$ cat config.mk
export PLATFORM = sky130hd
export DESIGN_NAME = adder_result_check
export DESIGN_NICKNAME = d
export VERILOG_FILES = /design/src/rtl/adder_check_pkg.sv /design/src/rtl/adder_result_check.sv
export SDC_FILE = /design/constraint.sdc
export NUM_CORES = 1
export LEC_CHECK = 0
export ABC_CLOCK_PERIOD_IN_PS = 2750
export CELL_PAD_IN_SITES_DETAIL_PLACEMENT = 0
export CELL_PAD_IN_SITES_GLOBAL_PLACEMENT = 1
export CORE_AREA = 2 2 39 41
export DETAILED_ROUTE_END_ITERATION = 6
export DIE_AREA = 0 0 41 43
export GPL_TIMING_DRIVEN = 0
export PLACE_DENSITY_LB_ADDON = 0.15
export SLEW_MARGIN = 40
export SYNTH_ARGS = -nofsm -noshare
export SYNTH_HDL_FRONTEND = slang
export SYNTH_SLANG_ARGS = --single-unit
$ cat constraint.sdc
create_clock -name vclk -period 2.75
set_clock_uncertainty 0.15 [all_clocks]
set_input_delay 0.6875 -clock vclk [all_inputs]
set_output_delay 0.6875 -clock vclk [all_outputs]
set_load 0.01 [all_outputs]
$ cat src/rtl/adder_check_pkg.sv
// adder_check_pkg: shared FSM state type, default parameters and vector-width helper for the adder sweep checker
package adder_check_pkg;
  typedef enum logic [1:0] {IDLE, APPLY, CHECK, FINISH} state_e;
  localparam int DEF_WIDTH = 4;
  localparam int DEF_SETTLE = 1;
  function automatic int vec_width(input int w);
    return 2 * w + 1;
  endfunction
endpackage

$ cat src/rtl/adder_result_check.sv
// adder_result_check: combinational reference sum of a+b+cin, flags mismatch against {cout,sum} from the adder under check
module adder_result_check
  import adder_check_pkg::*;
#(
  parameter int WIDTH = DEF_WIDTH
) (
  input  logic [WIDTH-1:0] a,
  input  logic [WIDTH-1:0] b,
  input  logic             cin,
  input  logic [WIDTH-1:0] sum,
  input  logic             cout,
  output logic             mismatch
);
  logic [WIDTH:0] exp_sum;
  always_comb begin
    exp_sum = {1'b0, a} + {1'b0, b} + {{WIDTH{1'b0}}, cin};
    mismatch = exp_sum != {cout, sum};
  end
endmodule

Word level (Yosys, flattened, before mapping)
Index checks and enable logic that the tools add are counted.
Cells by class
  add/sub/neg operators: 2
  equal/unequal tests: 1
Operators by type and width (count)
  adder 4 x 4 -> 5 bit: 1
  adder 5 x 1 -> 5 bit: 1
  inequality test 5 bit: 1
Word-level totals
  register bits: 0
  input bits: 14
  output and inout bits: 1
  word-level logic and storage cells: 3

Longest topological paths before layout
  depth in word-level cells: 3
  depth in mapped cells: 6
  mapped depth without buffers: 6

Worst setup path after synthesis
Ideal clock, no wire load.
  kind: input port to output port
  start: input a[0]
  end: output mismatch
  data arrival time: 2111 ps
  path slack: -199 ps
  cell stages on the path: 6
  buffers on the path: 0
  cells stage by stage: fa_1 > fa_1 > a21o_1 > a21oi_2 > xor2_1 > nand3_1
Between the ends
  word-level cells in the longest chain between the ends: 3
RTL lines
  start: declaration: line adder_result_check.sv:7  | input logic [WIDTH-1:0] a,
  adder 4 x 4 -> 5 bit: line adder_result_check.sv:16  | exp_sum = {1'b0, a} + {1'b0, b} + {{WIDTH{1'b0}}, cin};
  adder 5 x 1 -> 5 bit: line adder_result_check.sv:16
  inequality test 5 bit: line adder_result_check.sv:17  | mismatch = exp_sum != {cout, sum};
  end: declaration: line adder_result_check.sv:12  | output logic mismatch
Every way passes these cells.

Final worst setup path
  start: input cin
  end: output mismatch
Between the ends
  word-level cells in the longest chain between the ends: 2
RTL lines
  start: declaration: line adder_result_check.sv:9  | input logic cin,
  adder 5 x 1 -> 5 bit: line adder_result_check.sv:16
  inequality test 5 bit: line adder_result_check.sv:17
Every way passes these cells.

==> metrics.csv <==
stage;metric;value;unit
routing;Routed WL;382;um
synthesis;Post-Syn Nets;37;
timing;setup TNS;-0.3155;ns
floorplan;Die H;43;um
floorplan;Initial Util;12.84;%
setup_path;Worst Path Arrival;2.23;ns
pwr;Peak VDD IR;39.18;uV
setup_path;largest fanout on the critical path;2;
clocking;post-cts hold buffer count;0;
final_layout;post-route insts no fill;49;
timing;relative slew slack;88.83;%
routing;Antenna Violating Nets Remaining;0;
final_layout;commonest non-fill, non-tap cell in the layout;clkdlybuf4s50_1;
pwr;Power Density;182.1;nW/um2
status;outcome;complete, but fails checks;
flow_run;max cap viols;0;
final_layout;Layout area overhead;91.55;%
final_layout;seq_cells;0;
floorplan;Die ar.;1763;um2
routing;wire length per cell;7.796;um
final_layout;Reg area;0;um2
timing;Worst Tran Pin Value;0.1664;ns
setup_path;Startpoint Class;primary input;
grt;vias in the first global route;162;
timing;Final WS setup;-0.3155;ns
routing;DR vias/cell;3.653;
timing;fmax;326.2;MHz
final_layout;final net count;54;
place;PortBufs;15;
setup_path;Crit Path Class;primary input to primary output;
place;GP Congestion;0.5948;
place;dpl cells;49;
synthesis;Distinct cells, synth;9;
grt;GRT Total Usage;4.100;%
place;hpwl dp;378.5;um
floorplan;Cell Rows;14;
setup_path;Top cell by count, worst path;fa_2;
routing;TritonRoute pass-1 iters;1;
synthesis;cells after synthesis;18;
synthesis;synth warn;0;
timing;RSZ-0062 raised after global routing;true;
routing;vias;179;
final_layout;share of cells above drive strength 1;21.21;%
routing;DRC viols;0;
timing;Period Utilization, post-route;111.5;%
clocking;# Post-CTS Setup Buffers;0;
status;failing checks;setup timing;
final_layout;most frequent cells in the layout;clkdlybuf4s50_1, xnor2_1, xor2_1, ha_1, buf_2;
final_layout;Final Cell Area;340.3;um2
floorplan;core area;1384;um2
pwr;Pleak;0.0001465;uW
grt;initial antenna violation count;0;
setup_path;critical-path cell list;buf_6 > fa_2 > fa_2 > a21o_1 > a21oi_2 > xor2_1 > nand3_1 > buf_2;
timing;final setup vio count;1;
final_layout;ANT cells;0;
synthesis;sequential area share after synthesis;0;%
grt;largest net degree at the start of global routing;4;
grt;first-pass GRT wire length;545;um
synthesis;Avg Synthesized Cell Area;9.871;um2
timing;Tmin final;3.065;ns
place;Cell Area, Placed;352.8;um2
grt;global route total overflow;0;
routing;DRT iter0 DRCs;0;
setup_path;Max stage delay on crit path;0.39;ns
timing;Hold Vio Cnt, Final;0;
setup_path;Worst path slowest cell;fa_2;
setup_path;CP Data Required Time;1.91;ns
final_layout;# clk buffers;0;
timing;Final Max Tran Viols;0;
floorplan;DIE WIDTH;41;um
setup_path;Worst setup EP type;primary output;
floorplan;# IOs;15;
min_path;HP Class;primary input to primary output;
synthesis;Post-Syn Area;177.7;um2
-- synth_stat cells --
master,count,area (um2)
ha_1,3,37.54
nor3_1,1,5.000
fa_1,2,40.04
a21oi_1,1,5.000
xor2_1,3,26.28
xnor2_1,4,35.03
a21oi_2,1,8.760
a21o_1,2,15.01
nand3_1,1,5.000
-- routing by layer --
layer	share of wire, %	vias to the layer above	track usage (%)
met4	0	0	0
li1	-	93	-
met1	34	78	3.810
met5	0	-	0
met2	53	8	8.750
met3	13	0	0.5236
-- critical path, delay by kind of cell --
kind / cells / cell delay, ns
buf+inv: 2 / 0.24
xor+xnor: 1 / 0.14
fa+ha+maj: 2 / 0.75
compound gates: 2 / 0.33
simple gates: 1 / 0.08
-- timing repair --
action / 4_1_cts / 5_1_grt
setup endpoints to repair: 1 / 1
resized for setup: 18 / 1
pin swaps: 6 / 1
-- cell type report --
class              instances  area [um2]
fillers                  155        1044
multi-input cells         18       182.7
repair buffers            15       137.6
well taps                 16       20.02
-- worst paths after layout --
| kind | startpoint | to | slack, ns | cells after the start |
|---|---|---|---|---|
| worst max-delay path | cin | mismatch | -0.32 | 8 |
| worst min-delay path | cin | mismatch | 1.89 | 6 |
-- stage by stage --
step                worst slack (ns)  hold slack [ns]  util [%]  total power (uW)
floorplan                    -0.1056            1.385         -             37.03
global placement              -1.067            2.331     25.50             66.33
detailed placement            -1.074            2.342     25.50             66.54
CTS                          -0.3403            1.906     24.41             63.47
global route                 -0.4249            1.965     24.59             69.03
finish                       -0.3155            1.887     24.59             61.98
-- logic make-up (layout without fill, tap and decap cells) --
| kind of cell | Yosys count | count (layout) | share of synthesized area [%] |
|---|---|---|---|
| and+or+nand+nor | 2 | 2 | 5.628 |
| xor gates and xnor gates | 7 | 7 | 34.51 |
| adders and majority gates | 5 | 5 | 43.67 |
| AOI/OAI and AO/OA | 4 | 4 | 16.19 |
| buffers and inverters | 0 | 15 | 0 |
-- power by group --
| group | internal [uW] | switching, uW | total (uW) | leakage, uW |
|---|---|---|---|---|
| clock | 0 | 0 | 0 | 0 |
| combinational | 38.5 | 23.5 | 62.0 | 0.000146 |
| sequential | 0 | 0 | 0 | 0 |
| total | 38.5 | 23.5 | 62.0 | 0.000146 |
No activity file was read; power rests on OpenSTA's default activity.
